<file path="config.mk">
export PLATFORM = sky130hd
export DESIGN_NAME = imm_ext_arbiter_flat
export DESIGN_NICKNAME = d
export VERILOG_FILES = /design/src/rtl/imm_ext_arbiter_if.sv /design/src/rtl/imm_ext_arbiter.sv /design/src/flat_wrapper.sv
export SDC_FILE = /design/constraint.sdc
export NUM_CORES = 1
export LEC_CHECK = 0
export CAP_MARGIN = 30
export CORE_UTILIZATION = 49
export CTS_CLUSTER_DIAMETER = 40
export CTS_CLUSTER_SIZE = 16
export DETAILED_ROUTE_END_ITERATION = 16
export PLACE_DENSITY = 0.87
export SYNTH_ARGS = -nofsm -noshare
export SYNTH_HDL_FRONTEND = slang
export SYNTH_SLANG_ARGS = --single-unit
</file>
<file path="constraint.sdc">
create_clock -name clk -period 4.15 [get_ports clk]
set_clock_uncertainty 0.05 [all_clocks]
set_input_delay 0.83 -clock clk [delete_from_list [all_inputs] [get_ports clk]]
set_output_delay 0.83 -clock clk [all_outputs]
set_load 0.005 [all_outputs]
</file>
<file path="src/rtl/imm_ext_arbiter_if.sv">
// Handshake bundle between two immediate requesters, the shared extension
// datapath and the result consumer.
interface imm_ext_arbiter_if #(
    parameter int unsigned IN_W  = 8,
    parameter int unsigned OUT_W = 16
);
    logic             req0_valid;
    logic [IN_W-1:0]  req0_data;
    logic             req0_zext;
    logic             req0_ready;

    logic             req1_valid;
    logic [IN_W-1:0]  req1_data;
    logic             req1_zext;
    logic             req1_ready;

    logic             res_valid;
    logic [OUT_W-1:0] res_data;
    logic             res_id;
    logic             res_ready;

    // Requester/consumer side.
    modport master (
        output req0_valid, req0_data, req0_zext,
        input  req0_ready,
        output req1_valid, req1_data, req1_zext,
        input  req1_ready,
        input  res_valid, res_data, res_id,
        output res_ready
    );

    // Arbiter side.
    modport slave (
        input  req0_valid, req0_data, req0_zext,
        output req0_ready,
        input  req1_valid, req1_data, req1_zext,
        output req1_ready,
        output res_valid, res_data, res_id,
        input  res_ready
    );
endinterface

</file>
<file path="src/rtl/imm_ext_arbiter.sv">
// Two-port round-robin arbiter in front of a shared 8->16 sign/zero extender,
// with a one-entry registered result stage and saturating grant counters.
module imm_ext_arbiter #(
    parameter int unsigned IN_W       = 8,
    parameter int unsigned OUT_W      = 16,
    parameter bit          FIXED_PRIO = 1'b0,
    parameter int unsigned CNT_W      = 16
) (
    input  logic             clk,
    input  logic             rst,
    imm_ext_arbiter_if.slave bus_io,
    output logic [CNT_W-1:0] cnt0_o,
    output logic [CNT_W-1:0] cnt1_o
);

    localparam int unsigned ExtW = OUT_W - IN_W;

    typedef enum logic {StEmpty, StFull} state_e;

    state_e             state_q, state_d;
    logic               rr_q, rr_d;
    logic [OUT_W-1:0]   data_q, data_d;
    logic               id_q, id_d;
    logic [CNT_W-1:0]   cnt0_q, cnt0_d;
    logic [CNT_W-1:0]   cnt1_q, cnt1_d;

    logic can_accept;
    logic gnt0, gnt1;

    function automatic logic [OUT_W-1:0] extend(logic [IN_W-1:0] d, logic zext);
        return {{ExtW{d[IN_W-1] & ~zext}}, d};
    endfunction

    assign can_accept = (state_q == StEmpty) | bus_io.res_ready;

    // Grants depend only on valids, pointer and output-stage room, never on ready.
    always_comb begin
        gnt0 = 1'b0;
        gnt1 = 1'b0;
        if (can_accept) begin
            if (FIXED_PRIO) begin
                gnt0 = bus_io.req0_valid;
                gnt1 = bus_io.req1_valid & ~bus_io.req0_valid;
            end else begin
                gnt0 = bus_io.req0_valid & (~bus_io.req1_valid | ~rr_q);
                gnt1 = bus_io.req1_valid & (~bus_io.req0_valid | rr_q);
            end
        end
    end

    always_comb begin
        state_d = state_q;
        rr_d    = rr_q;
        data_d  = data_q;
        id_d    = id_q;
        cnt0_d  = cnt0_q;
        cnt1_d  = cnt1_q;

        unique case (state_q)
            StEmpty: if (gnt0 | gnt1) state_d = StFull;
            StFull:  if (bus_io.res_ready & ~(gnt0 | gnt1)) state_d = StEmpty;
            default: state_d = StEmpty;
        endcase

        if (gnt0) begin
            data_d = extend(bus_io.req0_data, bus_io.req0_zext);
            id_d   = 1'b0;
            if (!FIXED_PRIO) rr_d = 1'b1;
            if (cnt0_q != {CNT_W{1'b1}}) cnt0_d = cnt0_q + CNT_W'(1);
        end else if (gnt1) begin
            data_d = extend(bus_io.req1_data, bus_io.req1_zext);
            id_d   = 1'b1;
            if (!FIXED_PRIO) rr_d = 1'b0;
            if (cnt1_q != {CNT_W{1'b1}}) cnt1_d = cnt1_q + CNT_W'(1);
        end
    end

    always_ff @(posedge clk or posedge rst) begin
        if (rst) begin
            state_q <= StEmpty;
            rr_q    <= 1'b0;
            data_q  <= '0;
            id_q    <= 1'b0;
            cnt0_q  <= '0;
            cnt1_q  <= '0;
        end else begin
            state_q <= state_d;
            rr_q    <= rr_d;
            data_q  <= data_d;
            id_q    <= id_d;
            cnt0_q  <= cnt0_d;
            cnt1_q  <= cnt1_d;
        end
    end

    assign bus_io.req0_ready = gnt0;
    assign bus_io.req1_ready = gnt1;
    assign bus_io.res_valid  = (state_q == StFull);
    assign bus_io.res_data   = data_q;
    assign bus_io.res_id     = id_q;
    assign cnt0_o            = cnt0_q;
    assign cnt1_o            = cnt1_q;

endmodule

</file>
<file path="src/flat_wrapper.sv">
// flat-port wrapper written by rule: the top's interface ports become plain ports
module imm_ext_arbiter_flat 
#(
    parameter int unsigned IN_W       = 8,
    parameter int unsigned OUT_W      = 16,
    parameter bit          FIXED_PRIO = 1'b0,
    parameter int unsigned CNT_W      = 16
)
  (clk, rst, cnt0_o, cnt1_o, bus_io_req0_valid, bus_io_req0_data, bus_io_req0_zext, bus_io_req0_ready, bus_io_req1_valid, bus_io_req1_data, bus_io_req1_zext, bus_io_req1_ready, bus_io_res_valid, bus_io_res_data, bus_io_res_id, bus_io_res_ready);
  imm_ext_arbiter_if #(.IN_W(IN_W), .OUT_W(OUT_W)) bus_io_i ();
  input  logic clk;
  input  logic rst;
  output logic [CNT_W-1:0] cnt0_o;
  output logic [CNT_W-1:0] cnt1_o;
  input wire logic [$bits(bus_io_i.req0_valid)-1:0] bus_io_req0_valid;
  input wire logic [$bits(bus_io_i.req0_data)-1:0] bus_io_req0_data;
  input wire logic [$bits(bus_io_i.req0_zext)-1:0] bus_io_req0_zext;
  output wire logic [$bits(bus_io_i.req0_ready)-1:0] bus_io_req0_ready;
  input wire logic [$bits(bus_io_i.req1_valid)-1:0] bus_io_req1_valid;
  input wire logic [$bits(bus_io_i.req1_data)-1:0] bus_io_req1_data;
  input wire logic [$bits(bus_io_i.req1_zext)-1:0] bus_io_req1_zext;
  output wire logic [$bits(bus_io_i.req1_ready)-1:0] bus_io_req1_ready;
  output wire logic [$bits(bus_io_i.res_valid)-1:0] bus_io_res_valid;
  output wire logic [$bits(bus_io_i.res_data)-1:0] bus_io_res_data;
  output wire logic [$bits(bus_io_i.res_id)-1:0] bus_io_res_id;
  input wire logic [$bits(bus_io_i.res_ready)-1:0] bus_io_res_ready;
  assign bus_io_i.req0_valid = bus_io_req0_valid;
  assign bus_io_i.req0_data = bus_io_req0_data;
  assign bus_io_i.req0_zext = bus_io_req0_zext;
  assign bus_io_req0_ready = bus_io_i.req0_ready;
  assign bus_io_i.req1_valid = bus_io_req1_valid;
  assign bus_io_i.req1_data = bus_io_req1_data;
  assign bus_io_i.req1_zext = bus_io_req1_zext;
  assign bus_io_req1_ready = bus_io_i.req1_ready;
  assign bus_io_res_valid = bus_io_i.res_valid;
  assign bus_io_res_data = bus_io_i.res_data;
  assign bus_io_res_id = bus_io_i.res_id;
  assign bus_io_i.res_ready = bus_io_res_ready;
  imm_ext_arbiter #(.IN_W(IN_W), .OUT_W(OUT_W), .FIXED_PRIO(FIXED_PRIO), .CNT_W(CNT_W)) u_core (.clk(clk), .rst(rst), .bus_io(bus_io_i), .cnt0_o(cnt0_o), .cnt1_o(cnt1_o));
endmodule
</file>
==> flow_metrics.py <==
metrics = {
    "place": {
        "hpwl_mm": 3.64,
        "placedInstanceArea_sq_mm": 0.00292,
        "placed_cells": 333,
        "portBuffers": 74,
        "place.gp.congestion": 0.859,
    },
    "route": {
        "viasPerCell": 5.66,
        "first_pass_iters": 4,
        "drtIter0Drc": 119,
        "vias": 1929,
        "wirelength_mm": 5.18,
        "drc_errors": 0,
        "wl_per_cell_um": 15.2,
        "drtAntennaViolNets": 0,
    },
    "power_and_ir_drop": {
        "vdd_drop_max_v": 0.000250,
        "leakagePower_nw": 1.32,
        "cellPowerDensity_mw_per_mm2": 471,
    },
    "final_layout": {
        "nets": 315,
        "antennaDiodeCount": 0,
        "fillerInstances": 315,
        "layout_commonest_cell": "clkdlybuf4s50_1",
        "drive_above_1_share_pct": 6.87,
        "area_delta_synth_final_pct": 39.7,
        "final_cell_mix": "clkdlybuf4s50_1 (74), dfrtp_1 (44), nand2_1 (32)",
        "final_cells": 341,
        "fin_area_sq_mm": 0.00302,
    },
    "sta": {
        "drv_slew": 0,
        "holdWs_ps": 450,
        "max-slew-margin-rel_pct": 56.8,
        "worst_pin_slew_ps": 643,
        "final-hold-violation-count": 0,
        "fmax_mhz": 296,
        "timing.final.crit_period_ps": 3380,
        "fin_crit_sh_pct": 81.4,
        "setup_viol": 0,
        "rsz0062_at_grt": "no",
        "final.setup.tns_ps": 0,
    },
    "global_route": {
        "grt_usage_pct": 23.8,
        "grt_antenna_before_repair": 0,
        "grt.overflow.total": 0,
        "grt_pass1_vias": 1723,
        "grt_max_degree": 45,
        "grt_pass1_wl_mm": 8.07,
    },
    "die": {
        "ios": 75,
        "die_w_um": 68.5,
        "die_h_um": 68.5,
        "start_util_pct": 52.6,
        "rows": 23,
        "core_area_sq_mm": 0.00412,
        "dieArea_sq_mm": 0.00469,
    },
    "yosys": {
        "synth-adder-area-share_pct": 1.16,
        "synth_edf_count": 0,
        "syn_area_sq_mm": 0.00216,
        "ys_ff_latch": 44,
        "synthXorXnorAreaFrac_pct": 10.1,
        "async_flop_share_pct": 100,
        "yosysUniqueCellTypes": 33,
        "synth_warnings": 0,
        "synth_compound_area_share_pct": 4.62,
        "syn_avg_cell_area_sq_um": 9.88,
        "synthSimpleGateAreaFrac_pct": 26.5,
        "synth.area.mux_share_pct": 2.25,
        "synth_top_family_by_area": "simple AND/OR/NAND/NOR gates",
        "synthCells": 219,
        "syn-num-nets": 244,
        "yosysSeqAreaShare_pct": 50.9,
        "synth-main-ff-cell": "dfrtp_1",
    },
    "cts": {
        "hold_buffers": 0,
        "cts_buffers": 5,
        "htreeDepth": 2,
        "cts_tree": "built",
        "clkTransAtPathRegs_ps": 70,
        "clock_sinks": 44,
        "insertion_delay_ps": 300,
        "post_cts_buffers": 0,
        "clockRootBuffer": "clkbuf_8",
        "max-clock-path-buffers": 2,
        "post_cts_resized": 0,
    },
    "status": {
        "status": "complete, no violations",
    },
    "critical_path": {
        "reg2reg_depth": 5,
        "path_common_cell": "clkdlybuf4s50_1",
        "crit_slowest_cell": "clkdlybuf4s50_1",
        "crit_chain": "clkdlybuf4s50_1 -> nand2b_1 -> nand3_1 -> inv_1 -> clkdlybuf4s50_1",
        "crit_type": "input pin to output pin",
        "cp.required_ps": 3270,
        "start_kind": "input pin",
        "critPathTopFamily": "buffers and inverters",
        "r2r_slack_ps": 2090,
        "worst-endpoint-arrival_ps": 2500,
        "max_stage_delay_ps": 510,
        "critPathBufInv": 3,
        "end_kind": "output pin",
        "r2r-end": "u_core.cnt0_o[1]",
        "crit_fanout": 12,
        "crit-reg2reg-launch": "u_core.cnt0_o[0]",
    },
    "worst_hold_path": {
        "whs_path_depth": 1,
        "hold_path_end": "u_core.cnt1_o[15]",
        "hold_class": "flop to flop",
        "hold_start": "u_core.cnt1_o[15]",
    },
    "job": {
        "drv_cap": 0,
    },
}
-- Yosys cell counts, types with 2 or more instances --
cell type   n  share of area, %
a31oi_1     8               2.3
xor2_1     24               9.7
nand2b_1    3              0.87
dfrtp_1    44                51
nor3_1     13               3.0
buf_4       7               2.4
a21oi_1     4              0.92
buf_1       2              0.35
ha_1        2               1.2
clkbuf_1    2              0.35
nand3_1    14               3.2
a41oi_1     2              0.81
nor2_1     13               2.3
inv_1       4              0.69
nand4_1    10               2.9
mux2_2      3               1.6
and3_1      3              0.87
buf_2       3              0.69
nand2_1    32               5.5
nor4_1     13               3.8
-- where the power goes --
| part | total [W] | switching (W) | internal (W) |
|---|---|---|---|
| combinational | 0.000450 | 0.000167 | 0.000284 |
| clock | 0.000318 | 0.000140 | 0.000179 |
| sequential | 0.000656 | 0.000133 | 0.000523 |
| total | 0.00143 | 0.000440 | 0.000986 |
-- through the flow --
step                util [%]  power [W]  setup slack (ps)
floorplan                  -   0.000833              1690
global placement        70.8    0.00110               780
detailed placement      70.8    0.00111               744
CTS                     73.5    0.00143               738
global route            73.5    0.00152               595
finish                  73.5    0.00143               771
-- worst max-delay path by stage --
stage	depth (start not counted)	start	slack, ps	end
after floorplan	4	bus_io_res_ready	1690	bus_io_req0_ready
after global placement	5	bus_io_res_ready	780	bus_io_req1_ready
after detailed placement	5	bus_io_res_ready	740	bus_io_req1_ready
after CTS	5	bus_io_res_ready	740	bus_io_req1_ready
after global routing	5	bus_io_res_ready	590	bus_io_req1_ready
final	5	bus_io_res_ready	770	bus_io_req1_ready
-- sequential cells by signal, indices dropped and copies added, names as in the netlist --
| register | cells |
|---|---|
| u_core.bus_io.res_data | 9 |
| u_core.bus_io.res_id | 1 |
| u_core.bus_io.res_valid | 1 |
| u_core.cnt0_o | 16 |
| u_core.cnt1_o | 16 |
| u_core.rr_q | 1 |
-- cells by family after synthesis --
| logic type | Yosys count |
|---|---|
| AOI/OAI and AO/OA | 16 |
| xor gates and xnor gates | 25 |
| and+or+nand+nor | 110 |
| adders and majority gates | 2 |
| buffers and inverters | 18 |
| muxes | 4 |
| DFF | 44 |
-- metal layers --
metal | part of all wire, % | GRT usage [%]
met1 | 42 | 32.3
met4 | 1.6 | 10.4
met2 | 47 | 36.0
met3 | 9.1 | 5.67
met5 | 0 | 0
-- cell type report --
cell class | instances | area, sq um | share of cell area, %
Clock buffer | 6 | 72.6 | 2.40
Sequential cell | 44 | 1100 | 36.4
Tap cell | 50 | 62.6 | 2.07
Inverter | 4 | 15.0 | 0.497
Timing Repair Buffer | 78 | 771 | 25.5
Multi-Input combinational cell | 157 | 966 | 32.0
Clock inverter | 2 | 35.0 | 1.16
Power figures use the tool's default switching activity.
